File: src/rtl/volts_scale_ctrl.sv
// Purpose: selects a 1-of-3 voltage scale, from debounced-by-lockout buttons or by windowed peak auto-ranging.
// Latency: button rise -> new scale in 3 cycles; auto window end -> new scale 2 cycles after the last sample.
// Backpressure: none; samples are consumed whenever sample_valid is high in MEASURE, ignored otherwise.
module volts_scale_ctrl #(
  parameter int         WINDOW  = 256,
  parameter logic [7:0] HI_TH   = 8'd200,
  parameter logic [7:0] LO_TH   = 8'd64,
  parameter int         LOCKOUT = 50000
) (
  input  logic       clk,
  input  logic       reset,
  input  logic       btn_up,
  input  logic       btn_dn,
  input  logic       auto_en,
  input  logic       sample_valid,
  input  logic [7:0] sample,
  output logic [2:0] volts_scale,
  output logic       scale_changed,
  output logic       range_busy
);

  localparam int             LW        = (LOCKOUT > 1) ? $clog2(LOCKOUT + 1) : 1;
  localparam logic [LW-1:0]  LOCK_LOAD = LW'(LOCKOUT);
  localparam logic [15:0]    WIN_LAST  = 16'(WINDOW - 1);

  typedef enum logic [1:0] {
    S_IDLE,
    S_MEASURE,
    S_DECIDE,
    S_APPLY
  } state_t;

  // Button synchronizers plus one history flop for rising-edge detection.
  logic up_meta_q, up_sync_q, up_prev_q;
  logic dn_meta_q, dn_sync_q, dn_prev_q;

  state_t        state_q, state_d;
  logic [1:0]    idx_q, idx_d;
  logic [1:0]    dec_q, dec_d;
  logic [7:0]    peak_q, peak_d;
  logic [15:0]   cnt_q, cnt_d;
  logic [LW-1:0] lock_q, lock_d;
  logic          changed_q;

  logic up_press, dn_press, lock_idle, man_accept;

  assign up_press   = up_sync_q & ~up_prev_q;
  assign dn_press   = dn_sync_q & ~dn_prev_q;
  assign lock_idle  = (lock_q == '0);
  // Simultaneous presses cancel each other and do not arm the lockout.
  assign man_accept = ~auto_en & lock_idle & (up_press ^ dn_press);

  // Two-flop synchronizers and edge-history flops for both buttons.
  always_ff @(posedge clk or posedge reset) begin
    if (reset) begin
      up_meta_q <= 1'b0;
      up_sync_q <= 1'b0;
      up_prev_q <= 1'b0;
      dn_meta_q <= 1'b0;
      dn_sync_q <= 1'b0;
      dn_prev_q <= 1'b0;
    end else begin
      up_meta_q <= btn_up;
      up_sync_q <= up_meta_q;
      up_prev_q <= up_sync_q;
      dn_meta_q <= btn_dn;
      dn_sync_q <= dn_meta_q;
      dn_prev_q <= dn_sync_q;
    end
  end

  // Lockout counter: reloaded by any accepted press, otherwise counts down to zero in every mode.
  always_comb begin
    lock_d = lock_q;
    if (man_accept) begin
      lock_d = LOCK_LOAD;
    end else if (!lock_idle) begin
      lock_d = lock_q - 1'b1;
    end
  end

  // Next-state logic: manual index stepping when auto is off, auto-range FSM otherwise.
  always_comb begin
    state_d = state_q;
    idx_d   = idx_q;
    dec_d   = dec_q;
    peak_d  = peak_q;
    cnt_d   = cnt_q;
    if (!auto_en) begin
      // Leaving auto mode drops any measurement or pending decision; the scale stays put.
      state_d = S_IDLE;
      peak_d  = 8'd0;
      cnt_d   = 16'd0;
      if (man_accept) begin
        if (up_press && idx_q != 2'd2) begin
          idx_d = idx_q + 2'd1;
        end else if (dn_press && idx_q != 2'd0) begin
          idx_d = idx_q - 2'd1;
        end
      end
    end else begin
      case (state_q)
        S_IDLE: begin
          state_d = S_MEASURE;
          peak_d  = 8'd0;
          cnt_d   = 16'd0;
        end
        S_MEASURE: begin
          if (sample_valid) begin
            peak_d = (sample > peak_q) ? sample : peak_q;
            cnt_d  = cnt_q + 16'd1;
            if (cnt_q == WIN_LAST) begin
              state_d = S_DECIDE;
            end
          end
        end
        S_DECIDE: begin
          if (peak_q >= HI_TH && idx_q != 2'd0) begin
            dec_d = idx_q - 2'd1;
          end else if (peak_q < LO_TH && idx_q != 2'd2) begin
            dec_d = idx_q + 2'd1;
          end else begin
            dec_d = idx_q;
          end
          state_d = S_APPLY;
        end
        S_APPLY: begin
          idx_d   = dec_q;
          state_d = S_MEASURE;
          peak_d  = 8'd0;
          cnt_d   = 16'd0;
        end
        default: state_d = S_IDLE;
      endcase
    end
  end

  // State, index, measurement and change-pulse registers.
  always_ff @(posedge clk or posedge reset) begin
    if (reset) begin
      state_q   <= S_IDLE;
      idx_q     <= 2'd0;
      dec_q     <= 2'd0;
      peak_q    <= 8'd0;
      cnt_q     <= 16'd0;
      lock_q    <= '0;
      changed_q <= 1'b0;
    end else begin
      state_q   <= state_d;
      idx_q     <= idx_d;
      dec_q     <= dec_d;
      peak_q    <= peak_d;
      cnt_q     <= cnt_d;
      lock_q    <= lock_d;
      changed_q <= (idx_d != idx_q);
    end
  end

  // One-hot scale decode; the unused index code falls back to the lowest scale.
  always_comb begin
    volts_scale = 3'b001;
    case (idx_q)
      2'd1:    volts_scale = 3'b010;
      2'd2:    volts_scale = 3'b100;
      default: volts_scale = 3'b001;
    endcase
  end

  assign scale_changed = changed_q;
  assign range_busy    = (state_q == S_MEASURE) || (state_q == S_DECIDE);

endmodule

File: config.mk
export PLATFORM = sky130hd
export DESIGN_NAME = volts_scale_ctrl
export DESIGN_NICKNAME = d
export VERILOG_FILES = /design/src/rtl/volts_scale_ctrl.sv
export SDC_FILE = /design/constraint.sdc
export NUM_CORES = 1
export LEC_CHECK = 0
export ABC_AREA = 1
export CORE_MARGIN = 3
export CORE_UTILIZATION = 40
export CTS_BUF_LIST = sky130_fd_sc_hd__clkbuf_4
export CTS_CLUSTER_DIAMETER = 50
export CTS_CLUSTER_SIZE = 28
export DETAILED_ROUTE_END_ITERATION = 7
export GPL_ROUTABILITY_DRIVEN = 0
export PLACE_DENSITY = 0.61
export SYNTH_ARGS = -nofsm -noshare
export SYNTH_HDL_FRONTEND = slang
export SYNTH_SLANG_ARGS = --single-unit
export TNS_END_PERCENT = 30
File: constraint.sdc
create_clock -name clk -period 4.7 [get_ports clk]
set_input_delay 0.47 -clock clk [delete_from_list [all_inputs] [get_ports clk]]
set_output_delay 0.47 -clock clk [all_outputs]
set_load 0.02 [all_outputs]
==> summary.txt <==
outcome = complete, no violations
worst hold path type = flop to flop
drt total wl = 6150 um
Max H-tree Level = 2
CP Launch Type = flop
clk sinks = 53
Vias/cell = 4.84
Largest stage delay, worst path = 0.64 ns
sequential area share after synthesis = 0.405
peak supply drop = 0.252 mV
share of Yosys cell area claimed by the top area cell type = 0.405
area of the multi-input gates = 1720 sq um
Leak = 1.76 nW
period utilization = 0.553
switching power = 544 uW
initial antenna violation count = 0
worst-path cell chain = inv_1 > ha_1 > inv_1 > clkdlybuf4s50_1
CP max FO = 7
clock group share of total power = 0.189
DR vias = 2570
Max Slew Vio Count = 0
largest net degree at the start of global routing = 54
Critical-path top delay cell = clkdlybuf4s50_1
Fmax = 384 MHz
ys flop type = dfrtp_1
Top delay family on crit path = buffers and inverters
Final Hold Vio Count = 0
Syn Inst Count = 405
Comb power frac = 0.407
Worst slew margin = 0.554
Die Span Y = 96.5 um
post_cts resized = 0
fin nets = 459
Syn Nets = 436
synth top area cells = dfrtp_1 (41%), nand2_1 (11%), ha_1 (6.5%)
EDFF count, synth = 0
Placed Instances = 523
# diodes = 0
Worst-path clk slew = 0.15 ns
Clock Skews = 0.0139 ns
number of fill cells = 806
Storage cell area = 1330 sq um
Critical path buffers and inverters = 3
top post-synthesis cells by count = nand2_1 (95), inv_1 (56), dfrtp_1 (53)
Post-synth ARST share = 1.00
ANT nets after route = 0
synth warn = 0
largest area contributor in the netlist = dfrtp_1
Least-Margin Pin Slew = 0.669 ns
sw frac = 0.391
WP data arrival = 2.13 ns
Setup violations, final = 0
share of cells above drive strength 1 = 0.119
non-filler cells, final = 531
final setup TNS = 0 ns
HPWL after DPL = 4620 um
Ports = 19
Required @ worst endpoint = 4.23 ns
most frequent cell after synthesis = nand2_1
CTS root buf = clkbuf_4
TritonCTS clock tree = built
Worst setup EP type = output pin
Avg WL per Cell = 11.6 um
CP dominant cell by count = inv_1
Max Cap Violations = 0
Mapped Area = 3270 sq um
GRT Residual Overflow = 0
core area = 7850 sq um
vias in the first global route = 2536
DIE AREA = 9300 sq um
RSZ-0062 raised after global routing = no
worst-case clock buffer depth = 2
number of remaining DRC errors = 0
effective utilization at floorplan = 0.417
TritonCTS Buffers = 5
Pwr Density = 380 nW/um^2
drt first pass iters = 4
Sequential Power Share = 0.404
Power, Total = 1.39 mW
hold_buf cts = 0
post-synth cell types = 40
Layout area overhead = 11.6%
Die Wd = 96.5 um
Int Power = 845 uW
I/O Buffers = 18
Post CTS Setup Buffer Count = 0
DR iter-0 viols = 71
syn_area_per_cell = 8.08 sq um
Total GRT Usage = 0.148
Clock Latency Late Sink = 0.36 ns
first-pass GRT wire length = 11100 um
Row Count = 32
minimum clock period = 2.60 ns
Crit Path Category = flop to output pin
synthesis-stage register bit count = 53
state kept, by name, indices dropped and copies added (netlist names), 2 cells and up:
name / count
cnt_q: 16
lock_q: 16
peak_q: 8
dec_q: 2
idx_q: 2
state_q: 2
routing by layer:
metal / track usage / wire (um)
met3: 0.0287 / 164
met4: 0.0315 / 64
met1: 0.201 / 3070
met5: 0 / 0
met2: 0.247 / 2850
stage by stage:
step | worst slack, ns | area, sq um | hold slack [ns] | utilization
final | 2.10 | 3650 | 0.368 | 0.465
after global routing | 1.93 | 3650 | 0.390 | 0.465
after CTS | 2.06 | 3650 | 0.371 | 0.465
after detailed placement | 2.20 | 3570 | 0.336 | 0.455
after global placement | 2.23 | 3570 | 0.335 | 0.455
after floorplan | 2.94 | 3270 | 0.331 | -
logic make-up after synthesis:
family	after synthesis	share of synthesized area
adder cells (fa/ha/maj)	17	0.0650
flip-flops	53	0.405
XOR/XNOR	10	0.0268
AO/OA/AOI/OAI	47	0.0810
AND/OR/NAND/NOR	219	0.352
buffers and inverters	59	0.0703
power groups by stage:
stage | Sequential (mW) | Combinational [mW] | Clock, mW
floorplan | 0.565 | 0.409 | 0
global placement | 0.570 | 0.559 | 0
detailed placement | 0.570 | 0.569 | 0
CTS | 0.561 | 0.572 | 0.280
global route | 0.571 | 0.647 | 0.299
finish | 0.561 | 0.565 | 0.263
cell type report:
cell class / count / share of cell area
repair buffers: 19 / 0.0514
clock buffers: 6 / 0.0123
clock inverters: 2 / 0.0106
well taps: 102 / 0.0349
multi-input cells: 293 / 0.470
inverters: 56 / 0.0576
flip-flops and latches: 53 / 0.363
final timing paths:
path,start,endpoint,slack [ns],cells past startpoint
max,idx_q[1]$_DFF_PP0_,volts_scale[0],2.10,4
min,dn_meta_q$_DFF_PP0_,dn_sync_q$_DFF_PP0_,0.37,0
max reg2reg,state_q[0]$_DFFE_PP0P_,cnt_q[15]$_DFFE_PP0P_,2.66,12
min reg2reg,dn_meta_q$_DFF_PP0_,dn_sync_q$_DFF_PP0_,0.37,0
max in group asynchronous,reset,cnt_q[2]$_DFFE_PP0P_,3.66,3
min in group asynchronous,reset,cnt_q[10]$_DFFE_PP0P_,0.59,3
cell usage in the layout, fill, tap and decap left out, drive strengths merged:
master,n
nand2,106
inv,56
dfrtp,53
nor2,49
nand3,31
o21ai,22
clkdlybuf4s50,18
ha,17
a21oi,16
nand4,9
nand3b,8
nor3,8
clkbuf,6
xor2,5
xnor2,5
and3,3
nor4,3
o211ai,2
o22ai,2
nor3b,1
a211oi,1
o2111ai,1
o21bai,1
a21o,1
a31oi,1
or2,1
bufinv,1
clkinv,1
buf,1
Power figures use the tool's default switching activity.
